### config.mk
export PLATFORM = sky130hd
export DESIGN_NAME = act_lut_arbiter
export DESIGN_NICKNAME = d
export VERILOG_FILES = /design/src/rtl/act_lut_arbiter_pkg.sv /design/src/rtl/act_lut_arbiter_rr.sv /design/src/rtl/act_lut_arbiter.sv
export SDC_FILE = /design/constraint.sdc
export NUM_CORES = 1
export LEC_CHECK = 0
export CAP_MARGIN = 20
export CORE_MARGIN = 1.5
export CORE_UTILIZATION = 35
export DETAILED_ROUTE_END_ITERATION = 7
export PLACE_DENSITY = 0.94
export SLEW_MARGIN = 20
export SYNTH_ARGS = -nofsm -noshare
export SYNTH_HDL_FRONTEND = slang
export SYNTH_HIERARCHICAL = 1
export SYNTH_SLANG_ARGS = --single-unit
### constraint.sdc
create_clock -name clk -period 13.01 [get_ports clk]
set_clock_uncertainty 0.1 [all_clocks]
set_input_delay 3.903 -clock clk [delete_from_list [all_inputs] [get_ports clk]]
set_output_delay 3.903 -clock clk [all_outputs]
set_load 0.01 [all_outputs]
### src/rtl/act_lut_arbiter_pkg.sv
`default_nettype none
// ============================================================================
// Module   : act_lut_pkg
// Brief    : Shared widths, tag-width helper and response stage record for
//            the activation-LUT arbiter.
// Revision : 1.0 - initial release
// ============================================================================
package act_lut_pkg;

  localparam int ACT_LUT_ADDR_W = 11;
  localparam int ACT_LUT_DATA_W = 8;

  // Tag storage is sized for the largest legal lane count (16).
  localparam int RSP_TAG_W = 4;

  function automatic int tag_width(input int n);
    return (n <= 2) ? 1 : $clog2(n);
  endfunction

  typedef struct packed {
    logic                 valid;
    logic [RSP_TAG_W-1:0] tag;
  } rsp_stage_t;

endpackage
`default_nettype wire

### src/rtl/act_lut_arbiter_rr.sv
`default_nettype none
// ============================================================================
// Module   : rr_arbiter
// Brief    : Round-robin arbiter; grants the first request at or after ptr.
// Revision : 1.0 - initial release
// ============================================================================
module rr_arbiter
  import act_lut_pkg::*;
#(
  parameter  int N     = 4,
  localparam int IDX_W = tag_width(N)
) (
  input  logic             clk,
  input  logic             rst,
  input  logic [N-1:0]     req,
  output logic [N-1:0]     gnt,
  output logic [IDX_W-1:0] gnt_idx,
  output logic             gnt_vld
);

  logic [IDX_W-1:0] r_ptr;
  logic [IDX_W-1:0] w_cidx;
  int               w_cand;

  // Scan lanes starting at ptr; wrap is a single subtract since ptr < N.
  always_comb begin
    gnt     = '0;
    gnt_idx = '0;
    gnt_vld = 1'b0;
    w_cand  = 0;
    w_cidx  = '0;
    for (int k = 0; k < N; k++) begin
      w_cand = int'(r_ptr) + k;
      if (w_cand >= N) begin
        w_cand = w_cand - N;
      end
      w_cidx = IDX_W'(w_cand);
      if (!gnt_vld && req[w_cidx]) begin
        gnt_vld      = 1'b1;
        gnt_idx      = w_cidx;
        gnt[w_cidx]  = 1'b1;
      end
    end
  end

  always_ff @(posedge clk or posedge rst) begin
    if (rst) begin
      r_ptr <= '0;
    end else if (gnt_vld) begin
      r_ptr <= (gnt_idx == IDX_W'(N - 1)) ? '0 : gnt_idx + IDX_W'(1);
    end
  end

endmodule
`default_nettype wire

### src/rtl/act_lut_arbiter.sv
`default_nettype none
// ============================================================================
// Module   : act_lut_arbiter
// Brief    : Shares one 2048x8 activation ROM between NUM_REQ lanes; routes
//            the read data back with a one-hot response strobe.
//            Optional macro ACT_LUT_OUTREG_EN adds a registered output stage.
// Revision : 1.0 - initial release
// ============================================================================
module act_lut_arbiter
  import act_lut_pkg::*;
#(
  parameter int NUM_REQ = 4,
  parameter int ADDR_W  = ACT_LUT_ADDR_W,
  parameter int DATA_W  = ACT_LUT_DATA_W
) (
  input  logic                      clk,
  input  logic                      rst,
  input  logic [NUM_REQ-1:0]        req_valid,
  input  logic [NUM_REQ*ADDR_W-1:0] req_addr,
  output logic [NUM_REQ-1:0]        req_ready,
  output logic [ADDR_W-1:0]         rom_addr,
  input  logic [DATA_W-1:0]         rom_q,
  output logic [NUM_REQ-1:0]        rsp_valid,
  output logic [DATA_W-1:0]         rsp_data,
  output logic                      busy
);

  localparam int TAG_W = tag_width(NUM_REQ);

  logic [NUM_REQ-1:0] w_gnt;
  logic [TAG_W-1:0]   w_gnt_idx;
  logic               w_gnt_vld;
  rsp_stage_t         r_s1;
  rsp_stage_t         w_out;

  rr_arbiter #(
    .N       (NUM_REQ)
  ) u_arb (
    .clk     (clk),
    .rst     (rst),
    .req     (req_valid),
    .gnt     (w_gnt),
    .gnt_idx (w_gnt_idx),
    .gnt_vld (w_gnt_vld)
  );

  assign req_ready = w_gnt;

  always_comb begin
    rom_addr = '0;
    for (int i = 0; i < NUM_REQ; i++) begin
      if (w_gnt[i]) begin
        rom_addr = req_addr[i*ADDR_W +: ADDR_W];
      end
    end
  end

  // Stage 1 lines up with the ROM's own registered read.
  always_ff @(posedge clk or posedge rst) begin
    if (rst) begin
      r_s1 <= '0;
    end else begin
      r_s1.valid <= w_gnt_vld;
      r_s1.tag   <= RSP_TAG_W'(w_gnt_idx);
    end
  end

`ifdef ACT_LUT_OUTREG_EN
  rsp_stage_t        r_s2;
  logic [DATA_W-1:0] r_s2_data;

  always_ff @(posedge clk or posedge rst) begin
    if (rst) begin
      r_s2      <= '0;
      r_s2_data <= '0;
    end else begin
      r_s2      <= r_s1;
      r_s2_data <= r_s1.valid ? rom_q : '0;
    end
  end

  assign w_out    = r_s2;
  assign rsp_data = r_s2_data;
  assign busy     = r_s1.valid | r_s2.valid;
`else
  // rom_q is never reset, so hold the data bus at zero between responses.
  assign w_out    = r_s1;
  assign rsp_data = r_s1.valid ? rom_q : '0;
  assign busy     = r_s1.valid;
`endif

  for (genvar i = 0; i < NUM_REQ; i++) begin : g_rsp
    assign rsp_valid[i] = w_out.valid && (w_out.tag == RSP_TAG_W'(i));
  end

endmodule
`default_nettype wire

# Word level (Yosys, flattened, before mapping)
# Cells that the tools add are included.
# totals
register_bits	5
latch_bits	0
ram_bits	0
rom_bits	0
inputBits	58
output_inout_bits	28
wordCells	83
n_memories	0
# classes
addsub	8
mul	0
div	0
order_cmp	12
n_eq_ne	4
n_shift	0
muxes	38
n_bitwise	3
n_reduce_logical	15
# ops
op	n
$mux W11	4
$mux W2	9
$mux W4	4
$lt A2 B3 Y1 const B	4
$mux W1	12
$or A4 B4 Y4	3
$logic_and A1 B1 Y1	11
$ge A3 B3 Y1 const B	3
$bmux W1 S2	4
$demux W1 S2	4
$ge A2 B1 Y1 const B	4
$mux W8	1
$sub A2 B1 Y2 const B	4
$add A2 B2 Y3 const B	2
$eq A2 B2 Y1 const B	3
$logic_not A4 Y1	1
$add A2 B1 Y3 const B	1
$ge A2 B3 Y1 const B	1
$logic_not A1 Y1	3
$add A2 B1 Y2 const B	1
$eq A2 B1 Y1 const B	1

# Longest topological paths before layout
# depth
word_depth	18
depth_mapped	13
depth_no_buf	10

# By module
# The synthesis kept the hierarchy.
# by_module_without_submodules
module	n_inst	cells_each	area_each_um2	seq_area_each_um2
rr_arbiter	1	57	556.8	50.0
act_lut_arbiter	1	63	536.8	75.1

# Worst setup path before layout
# No wires, ideal clock.
# synth_timing
path_kind	input to output
start	in req_valid[1]
end	out rom_addr[8]
arrival_time_ns	5.847
path_slack_ns	3.160
cell_stages	8
path_buffers	2
path_cell_list	mux4_1 > buf_2 > nor4b_4 > a221o_1 > nand2b_1 > buf_6 > o22ai_1 > a31oi_1
# synth_via
word_cells_on_any_way	28
# synth_rtl
element	line	source
from (decl)	act_lut_arbiter.sv:18	input logic [NUM_REQ-1:0] req_valid,
$bmux W1 S2	act_lut_arbiter_rr.sv:38	if (!gnt_vld && req[w_cidx]) begin
$mux W1 (not written as such)	act_lut_arbiter_rr.sv:38	
$mux W1	act_lut_arbiter_rr.sv:38	
$logic_not A1 Y1	act_lut_arbiter_rr.sv:38	
$logic_and A1 B1 Y1	act_lut_arbiter_rr.sv:38	
$mux W1	act_lut_arbiter_rr.sv:38	
$logic_not A1 Y1	act_lut_arbiter_rr.sv:38	
$logic_and A1 B1 Y1	act_lut_arbiter_rr.sv:38	
$mux W1	act_lut_arbiter_rr.sv:38	
$logic_not A1 Y1	act_lut_arbiter_rr.sv:38	
$logic_and A1 B1 Y1	act_lut_arbiter_rr.sv:38	
$mux W4 (*)	act_lut_arbiter_rr.sv:38	
via req_ready[3]	act_lut_arbiter.sv:20	output logic [NUM_REQ-1:0] req_ready,
$mux W11 (*)	act_lut_arbiter.sv:52	if (w_gnt[i]) begin
to (decl)	act_lut_arbiter.sv:21	output logic [ADDR_W-1:0] rom_addr,
# Mark *: on every way through the listed nets, which the timed path passes. The rest lies on a longest branch. The select of a mux whose other input is x is not followed.

# Worst setup path after layout
# layout_timing
start	in req_valid[2]
end	out rom_addr[10]
# layout_via
elab_chain_len	16
word_cells_on_any_way	28
# layout_rtl
element	line
$bmux W1 S2	act_lut_arbiter_rr.sv:38
$mux W1 (not written as such)	act_lut_arbiter_rr.sv:38
$mux W1	act_lut_arbiter_rr.sv:38
$logic_not A1 Y1	act_lut_arbiter_rr.sv:38
$logic_and A1 B1 Y1	act_lut_arbiter_rr.sv:38
$mux W1	act_lut_arbiter_rr.sv:38
$logic_not A1 Y1	act_lut_arbiter_rr.sv:38
$logic_and A1 B1 Y1	act_lut_arbiter_rr.sv:38
$mux W1	act_lut_arbiter_rr.sv:38
$logic_not A1 Y1	act_lut_arbiter_rr.sv:38
$logic_and A1 B1 Y1	act_lut_arbiter_rr.sv:38
$mux W4 (*)	act_lut_arbiter_rr.sv:38
$mux W11 (3 in series)	act_lut_arbiter.sv:52
$mux W11 (*)	act_lut_arbiter.sv:52
# Mark *: on every way between the ends. The rest lies on a longest branch, timed or not. The select of a mux whose other input is x is not followed.

==> run metrics <==
synthesized area=1090 µm²; synth unique cells=42; DRC violations left=0; Final HPWL DP=~2900 µm; Primary FF master, synth=dfrtp_1; via-per-instance ratio=5.46; CP Class=input pin to output port; headroom to the max-slew limit=0.334; CTS clk-pin slew, worst paths=40 ps; via count=1273; worst hold path class=flip-flop to flip-flop; Syn Nets=183; Synth Warn #=6; Final Cycle Share=0.872; layout cells sized above 1=0.170; Cells after Synth=120; Post-synth ARST share=1.00; Pleak=0.706 nW; clk buf depth=2; initial antenna violation count=0; largest family of logic cells by synthesized area=compound AO/OA/AOI/OAI gates; Root Driver=clkbuf_4; status=completed; critical path startpoint category=input pin; top-count cell post-synth=o22ai_1; Post-synth top cells=10 x o22ai_1, 9 x a21oi_2, 9 x a22oi_2; Detailed Routing Iterations Pass 1=4; Critical path origin=req_valid[2]; Core Area=3000 µm²; EDFF count, synth=0; switching power total=283 µW; post-DR wirelength/cell=15.1 µm; Initial Util=0.364; Iter 0 DRT Violations=56; WL final=3530 µm; hold_sp=u_arb/r_ptr[1]; min cycle time layout=11340 ps; Antenna Nets Post-Route=0; final total power=603 µW; Setup Viol. Count Final=0; CTS tree=yes; Slew Limit Fails=0; Die Wd=58.9 µm; Total GRT Usage=0.191; top-area cell type share of the netlist area=0.114; sequential fraction of design power=0.070; Yosys reg bits=5; Clk pwr share=0.029; vias in the first global route=1179; hold buffer count at cts=0; first-pass GRT wire length=~5200 µm; # diodes=0; Compound-Gate Fraction of Synth Area=0.394; RSZ-0062 raised after global routing=false; cell internal pwr=roughly 320 µW; Die Area=3470 µm²; crit end category=output port; max-cap violation count=0; Gate power share=0.901; top cells by area, synth=dfrtp_1 11%, a22oi_2 10%, a21oi_2 7.2%; I/O pin total=86; postcts setup bufs=0; mux cell area share after synthesis=0.104; largest net degree at the start of global routing=16; Max rail drop VDD=between 100 and 150 µV; area grow syn2layout=76.9%; TNS Setup=0 ps; final hold violation count=0; required time of the critical path=9010 ps; H-tree levels=1; largest area contributor in the netlist=dfrtp_1; GPL Wtd Cong=around 0.87; Worst EP arrival=7340 ps; cts bufs inserted=3; simple-gate area share of the yosys netlist=0.235; Die Height=58.9 µm; port bufs=85; Clk Latency, worst-skew pair=~230 ps; post-synthesis xor/xnor area fraction=0.00801; Post-Synth Adder-Cell Area=0.0572; Worst-Margin Slew=between 900 and 1000 ps; Achievable Freq=0.0881 GHz; Worst Path Max Fanout=15; Final #Nets=264; Switching Share=0.469; syn_area_per_cell=9.11 µm²; Resized cells post-CTS=0; sequential-to-total area share from yosys stat=0.114; Cell Pwr Density=312 nW/µm²; clk sinks=5; grt total ovfl=0; num rows=20
[worst max-delay path: stages]
cell and delay (ps):
clkdlybuf4s50_1 510, mux4_2 610, nor2b_4 190, a22oi_1 150
nor2_1 70, a221o_1 540, nor2b_2 540, a22oi_2 100
a21oi_2 180, clkdlybuf4s50_1 540
[routing by layer]
layer	global-route usage	vias up	routed length (µm)
met4	0.0390	0	23
li1	-	631	-
met2	0.367	59	1830
met5	0	-	0
met1	0.214	581	1370
met3	0.0374	2	303
[cells in the final DEF, fill, tap and decap left out, types with 2 or more instances in the layout]
cell | netlist | final
a21oi_2 | 9 | 9
a221o_1 | 4 | 4
a22oi_1 | 6 | 6
a22oi_2 | 9 | 9
a31oi_1 | 3 | 3
and2_1 | 8 | 8
clkbuf_4 | 1 | 3
clkdlybuf4s50_1 | 0 | 85
dfrtp_1 | 5 | 5
ha_1 | 5 | 5
inv_1 | 5 | 5
mux2i_1 | 2 | 2
mux4_2 | 3 | 3
nand2_1 | 7 | 7
nand3b_1 | 2 | 2
nor2_1 | 7 | 7
nor2_2 | 2 | 2
nor2b_4 | 2 | 2
o21ai_1 | 2 | 2
o22ai_1 | 10 | 10
[power groups by stage]
stage          Combinational [mW]  Sequential, mW  Clock [mW]
2_1_floorplan               0.362          0.0339           0
3_3_place_gp                0.533          0.0421           0
3_5_place_dp                0.542          0.0429           0
4_1_cts                     0.543          0.0427      0.0180
5_1_grt                     0.581          0.0455      0.0187
6_report                    0.543          0.0424      0.0175
[per-stage QoR]
stage,util,worst slack [ps],area (µm²),hold WS (ps),cells
6_report,0.644,1670,1930,737,233
5_1_grt,0.644,1430,1930,778,233
4_1_cts,0.644,1670,1930,736,233
3_5_place_dp,0.635,1670,1910,723,229
3_3_place_gp,0.635,1740,1910,720,229
2_1_floorplan,-,3160,1090,621,120
[path summary, 6_finish.rpt]
check,slack (ps),endpoint,cells past startpoint
setup reg to reg,10090,u_arb/r_ptr[1],7
setup / recovery,1670,rom_addr[10],10
max in group asynchronous,8910,r_s1[0],2
min in group asynchronous,3750,u_arb/r_ptr[1],2
hold / removal,740,r_s1[0],3
hold reg to reg,740,r_s1[0],3
[logic make-up (layout without fill, tap and decap cells)]
family / after synthesis / count (layout)
AOI/OAI and AO/OA: 50 / 50
xor gates and xnor gates: 1 / 1
adders and majority gates: 5 / 5
buffers and inverters: 14 / 94
DFF: 5 / 5
muxes: 6 / 6
and+or+nand+nor: 39 / 39
[layout make-up]
type	instances	area [µm²]
repair buffers	85	851
multi-input cells	101	872
fillers	239	1070
clock buffers	4	26.3
well taps	33	41.3
flip-flops and latches	5	125
inverters	5	18.8
(Power assumes the default switching activity.)
